## src/rtl/regfile_write_arbiter.sv

```systemverilog
// regfile_write_arbiter
//
// Shares the register file's single write port between three writeback
// requesters: execute results (0), memory load results (1) and the
// debug/host loader (2). Requesters are granted round-robin with
// valid/ready handshakes. The debug loader can take exclusive ownership of
// the port by completing a beat with dbgLock_i high, and it keeps ownership
// until it drops dbgLock_i. The accepted beat is registered onto the write
// port, so the register file never sees a combinational path from a
// requester.
//
// Ports:
//   clk, rst                       clock, synchronous active-high reset
//   exValid_i/exAddr_i/exData_i    requester 0 beat, exReady_o accept
//   memValid_i/memAddr_i/memData_i requester 1 beat, memReady_o accept
//   dbgValid_i/dbgAddr_i/dbgData_i requester 2 beat, dbgReady_o accept
//   dbgLock_i                      debug asks for exclusive ownership
//   writeEnable_o/Addr_o/Data_o    registered register-file write port
//   locked_o                       high while debug owns the port
//   writeCount_o                   committed non-zero-address writes (wraps)

module regfile_write_arbiter #(
    parameter int DATA_WIDTH = 32,
    parameter int ADDR_WIDTH = 5,
    parameter int CNT_WIDTH  = 16
) (
    input  logic                  clk,
    input  logic                  rst,
    input  logic                  exValid_i,
    input  logic [ADDR_WIDTH-1:0] exAddr_i,
    input  logic [DATA_WIDTH-1:0] exData_i,
    output logic                  exReady_o,
    input  logic                  memValid_i,
    input  logic [ADDR_WIDTH-1:0] memAddr_i,
    input  logic [DATA_WIDTH-1:0] memData_i,
    output logic                  memReady_o,
    input  logic                  dbgValid_i,
    input  logic [ADDR_WIDTH-1:0] dbgAddr_i,
    input  logic [DATA_WIDTH-1:0] dbgData_i,
    input  logic                  dbgLock_i,
    output logic                  dbgReady_o,
    output logic                  writeEnable_o,
    output logic [ADDR_WIDTH-1:0] writeAddr_o,
    output logic [DATA_WIDTH-1:0] writeData_o,
    output logic                  locked_o,
    output logic [CNT_WIDTH-1:0]  writeCount_o
);

    typedef enum logic {
        ST_ARB,
        ST_LOCKED
    } state_t;

    state_t                state_q, state_d;
    logic [1:0]            rr_ptr_q, rr_ptr_d;
    logic                  write_enable_q, write_enable_d;
    logic [ADDR_WIDTH-1:0] write_addr_q, write_addr_d;
    logic [DATA_WIDTH-1:0] write_data_q, write_data_d;
    logic [CNT_WIDTH-1:0]  write_count_q, write_count_d;

    logic [2:0]            grant;
    logic [ADDR_WIDTH-1:0] sel_addr;
    logic [DATA_WIDTH-1:0] sel_data;

    // Grant selection. In ARB the scan starts at rr_ptr_q and wraps mod 3;
    // in LOCKED only the debug loader may be granted. Nothing is granted
    // under reset so no beat can be lost to the register clear.
    always_comb begin
        grant = 3'b000;
        if (!rst) begin
            if (state_q == ST_LOCKED) begin
                grant[2] = dbgValid_i;
            end else begin
                case (rr_ptr_q)
                    2'd0: begin
                        if (exValid_i)       grant[0] = 1'b1;
                        else if (memValid_i) grant[1] = 1'b1;
                        else if (dbgValid_i) grant[2] = 1'b1;
                    end
                    2'd1: begin
                        if (memValid_i)      grant[1] = 1'b1;
                        else if (dbgValid_i) grant[2] = 1'b1;
                        else if (exValid_i)  grant[0] = 1'b1;
                    end
                    default: begin
                        if (dbgValid_i)      grant[2] = 1'b1;
                        else if (exValid_i)  grant[0] = 1'b1;
                        else if (memValid_i) grant[1] = 1'b1;
                    end
                endcase
            end
        end
    end

    assign exReady_o  = grant[0];
    assign memReady_o = grant[1];
    assign dbgReady_o = grant[2];

    // Next-state, pointer and write-port logic. The grant is one-hot, so a
    // simple priority mux picks the accepted beat's address and data.
    always_comb begin
        state_d        = state_q;
        rr_ptr_d       = rr_ptr_q;
        write_enable_d = 1'b0;
        write_addr_d   = write_addr_q;
        write_data_d   = write_data_q;
        write_count_d  = write_count_q;
        sel_addr       = dbgAddr_i;
        sel_data       = dbgData_i;

        if (grant[0]) begin
            sel_addr = exAddr_i;
            sel_data = exData_i;
        end else if (grant[1]) begin
            sel_addr = memAddr_i;
            sel_data = memData_i;
        end

        if (|grant) begin
            write_addr_d = sel_addr;
            write_data_d = sel_data;
            // Address 0 is the hard-wired zero register: accept, never write.
            if (sel_addr != '0) begin
                write_enable_d = 1'b1;
                write_count_d  = write_count_q + {{(CNT_WIDTH-1){1'b0}}, 1'b1};
            end
        end

        case (state_q)
            ST_ARB: begin
                if (grant[0]) rr_ptr_d = 2'd1;
                if (grant[1]) rr_ptr_d = 2'd2;
                if (grant[2]) begin
                    rr_ptr_d = 2'd0;
                    if (dbgLock_i) state_d = ST_LOCKED;
                end
            end
            default: begin
                // Pointer stays frozen; the unlock cycle still grants debug only.
                if (!dbgLock_i) state_d = ST_ARB;
            end
        endcase
    end

    always_ff @(posedge clk) begin
        if (rst) begin
            state_q        <= ST_ARB;
            rr_ptr_q       <= 2'd0;
            write_enable_q <= 1'b0;
            write_addr_q   <= '0;
            write_data_q   <= '0;
            write_count_q  <= '0;
        end else begin
            state_q        <= state_d;
            rr_ptr_q       <= rr_ptr_d;
            write_enable_q <= write_enable_d;
            write_addr_q   <= write_addr_d;
            write_data_q   <= write_data_d;
            write_count_q  <= write_count_d;
        end
    end

    assign writeEnable_o = write_enable_q;
    assign writeAddr_o   = write_addr_q;
    assign writeData_o   = write_data_q;
    assign writeCount_o  = write_count_q;
    assign locked_o      = (state_q == ST_LOCKED);

endmodule

```

## config.mk

```make
export PLATFORM = sky130hd
export DESIGN_NAME = regfile_write_arbiter
export DESIGN_NICKNAME = d
export VERILOG_FILES = /design/src/rtl/regfile_write_arbiter.sv
export SDC_FILE = /design/constraint.sdc
export NUM_CORES = 1
export LEC_CHECK = 0
export ABC_AREA = 1
export CAP_MARGIN = 20
export CORE_MARGIN = 8
export CORE_UTILIZATION = 36
export CTS_CLUSTER_DIAMETER = 50
export DETAILED_ROUTE_END_ITERATION = 10
export PLACE_DENSITY_LB_ADDON = 0.3
export SKIP_LAST_GASP = 1
export SYNTH_ARGS = -nofsm -noshare
export SYNTH_HDL_FRONTEND = slang
export SYNTH_SLANG_ARGS = --single-unit
export TNS_END_PERCENT = 50
```

## constraint.sdc

```tcl
create_clock -name clk -period 1.8 [get_ports clk]
set_input_delay 0.36 -clock clk [delete_from_list [all_inputs] [get_ports clk]]
set_output_delay 0.36 -clock clk [all_outputs]
set_load 0.01 [all_outputs]
```

==> key figures, run 1 <==
Outcome
  • Result of the run: complete, no violations

Power and ir drop
  • Ratio of total power to cell area: 701 mW/mm2
  • Leakage dissipation: 0.00223 uW
  • Overall power after layout: 3910 uW
  • Peak supply drop: ~0.36 mV

Final layout
  • Core Util, Final: 0.640
  • Finished layout cell area: 0.00558 mm2
  • Number of nets in the finished design: slightly below 800
  • Number of inserted diodes: 0
  • Fraction of final layout cells with drive strength greater than 1: 0.150
  • Area grow syn2layout: 73.2%

CTS
  • Number of buffers added to fix hold violations after cts: 0
  • Buffer levels on the longest clock path: 2
  • CTS Sinks: 57
  • Root Driver: sky130_fd_sc_hd__clkbuf_8
  • Clock latency at the later pin of the worst-skew pair: approximately 0.33 ns
  • CTS tree: built
  • Total clock buffers created by CTS: 9
  • H-tree level count: 3
  • Clock slew at the register clock pins of the worst setup and hold paths: 0.06 ns

Floorplanning
  • Effective utilization at floorplan: 0.370
  • Die Outline Area: approximately 0.012 mm2
  • Standard-cell rows: 34
  • Die boundary height: approximately 110 um
  • Number of I/O pins: between 150 and 200
  • Core area: 0.00872 mm2
  • Die Wd: approximately 110 um

Route
  • Average detailed-routed wire length per instance: 15.3 um
  • Detail-routed via count per cell: 5.05
  • Routed Antenna Nets: 0
  • Router iterations before antenna repair: 5
  • Aggregate routed wire length: 11.9 mm
  • Via count: between 3000 and 4000
  • DR iter-0 viols: around 160
  • Residual DRC: 0

Logic synthesis
  • Library cell occupying the most area in the post-synthesis netlist: sky130_fd_sc_hd__dfxtp_1
  • Sequential cell area fraction in the yosys report: 0.354
  • Synthesized area per cell: 6.83 um2
  • Most instantiated library cell after synthesis: sky130_fd_sc_hd__nand2_1
  • Cell count after synthesis: 472
  • FF+latch count, synth: 57
  • Top FF cell, synth: sky130_fd_sc_hd__dfxtp_1
  • Top cell type's share of synthesized area: 0.354
  • Library cells used by synthesis: 31
  • Post-synthesis cell area: around 0.0032 mm2
  • Largest cells by area after synthesis: sky130_fd_sc_hd__dfxtp_1 (35%), sky130_fd_sc_hd__nand2_1 (13%), sky130_fd_sc_hd__a21oi_1 (8.4%)
  • Most used standard cells in the synthesized netlist: sky130_fd_sc_hd__nand2_1 (110), sky130_fd_sc_hd__dfxtp_1 (57), sky130_fd_sc_hd__a21oi_1 (54)
  • Yosys warning count: 0
  • Ys async rst share: 0
  • Post-Synthesis Net Count: between 500 and 600
  • Post-synth EDFFs: 0

Place
  • Gp weighted congestion: 0.852
  • I/O Buffers: around 170
  • Half-perimeter wire length after placement: 9.06 mm
  • Standard cell area after detailed placement: 0.00525 mm2
  • Post-Place Worst Slack: -0.573 ns

Setup path
  • Startpoint kind of the worst setup timing path: register
  • Category of the most critical setup path: register to output pin
  • Worst path arrival time: 1.40 ns
  • Data required time at the worst endpoint: 1.44 ns
  • CP Capture Type: output pin
  • Top fanout value on the critical path: 5

Timing
  • Final Critical Period: 1.76 ns
  • Max Clock Skew: roughly 0.0074 ns
  • Slew of the pin with the lowest slew margin: 0.323 ns
  • RSZ-0062 raised after global routing: true
  • Worst path setup slack after routing: 0.0423 ns
  • Worst slew margin: 0.785
  • Period utilisation layout: 0.977
  • Maximum clock frequency: 569 MHz
  • Number of failing hold endpoints at the final stage: 0
  • Slew Viols, Final: 0
  • Number of failing setup endpoints in the final timing report: 0

GRT
  • First-pass GRT wire length: 18.9 mm
  • Total grt overflow: 0
  • All-layer global routing usage: 0.183
  • Initial antenna violation count: 0
  • Maximum number of pins on one net before global-route repair: 45
  • Number of global-route vias before repair: 3933

Worst hold path
  • Path type of the worst min-delay path: register to register

Job
  • Maxcap violations: 0
## layer usage
metal,share of wire,vias to the layer above,global-route usage,wire length (um)
li1,-,1971,-,-
met1,0.41,1760,0.194,4830
met2,0.48,176,0.311,5740
met3,0.10,10,0.0936,1200
met4,0.0097,0,0.0532,115
met5,0,-,0,0
## metrics by stage
step / setup TNS [ns] / instances / hold slack, ns
after detailed placement: -28.65 / 755 / 0.491
after global placement: -26.46 / 755 / 0.473
final: 0 / 776 / 0.500
after floorplan: 0 / 472 / 0.451
after global routing: -0.247 / 776 / 0.509
after CTS: 0 / 774 / 0.501
## flip-flops by register name, summed over array words and instances (netlist names)
| signal | cells |
|---|---|
| locked_o | 1 |
| rr_ptr_q | 2 |
| writeAddr_o | 5 |
| writeCount_o | 16 |
| writeData_o | 32 |
| writeEnable_o | 1 |
## kinds of logic after synthesis
group | after synthesis | synth area share
AND/OR/NAND/NOR | 214 | 0.292
AO/OA/AOI/OAI | 126 | 0.228
buffers and inverters | 60 | 0.0842
flip-flops | 57 | 0.354
XOR/XNOR | 14 | 0.0380
adder cells (fa/ha/maj) | 1 | 0.00388
## worst max-delay path, stage by stage, from the launching register on
cell and delay (ns):
sky130_fd_sc_hd__dfxtp_2 0.32, sky130_fd_sc_hd__inv_2 0.07, sky130_fd_sc_hd__nand2_4 0.07, sky130_fd_sc_hd__nor2_4 0.14
sky130_fd_sc_hd__nand3_4 0.11, sky130_fd_sc_hd__inv_1 0.11, sky130_fd_sc_hd__clkdlybuf4s15_2 0.24
## report_power, final
group          internal (uW)  switching, uW
clock                    567            518
sequential              1390           67.6
combinational            740            629
## cells in the final DEF, fill, tap and decap left out, drive strengths merged
cell type	instances
ha	1
dfxtp	57
o21ai	39
xnor2	6
clkbuf	11
nand4	3
xor2	8
clkinv	4
dlygate4sd2	5
inv	28
clkdlybuf4s15	1
nand3	39
buf	36
a211oi	32
nor3	5
nor2b	1
nand2	120
nor4	1
clkinvlp	2
o21bai	1
a21oi	54
clkdlybuf4s50	167
nor2	47
## layout make-up
| cell class | count | area, um2 |
|---|---|---|
| clock inverters | 5 | 30.0 |
| flip-flops and latches | 57 | 1150 |
| well taps | 108 | 135 |
| repair buffers | 209 | 2070 |
| inverters | 29 | 119 |
| clock buffers | 11 | 151 |
| multi-input cells | 357 | 1930 |
| fillers | 760 | 3140 |
## path summary, 6_finish.rpt
check,slack [ns],startpoint,end,cells after the start
max,0.04,locked_o$_SDFF_PP0_,memReady_o,6
min,0.50,rr_ptr_q[0]$_SDFFE_PP0P_,rr_ptr_q[0]$_SDFFE_PP0P_,2
max reg2reg,0.09,locked_o$_SDFF_PP0_,writeCount_o[0]$_SDFFE_PP0P_,14
min reg2reg,0.50,rr_ptr_q[0]$_SDFFE_PP0P_,rr_ptr_q[0]$_SDFFE_PP0P_,2
## timing repair
action	4_1_cts	5_1_grt
buffers inserted	2	2
resized for setup	25	20
gates cloned	1	1
pin swaps	4	11
endpoints found under the setup margin	58	48
No activity file was read; power rests on OpenSTA's default activity.
==> run 2: changes to the inputs <==
- HOLD_SLACK_MARGIN: default -> 0.03
==> results of run 2 <==
Final layout, timing and power as in run 1 (identical DEF).
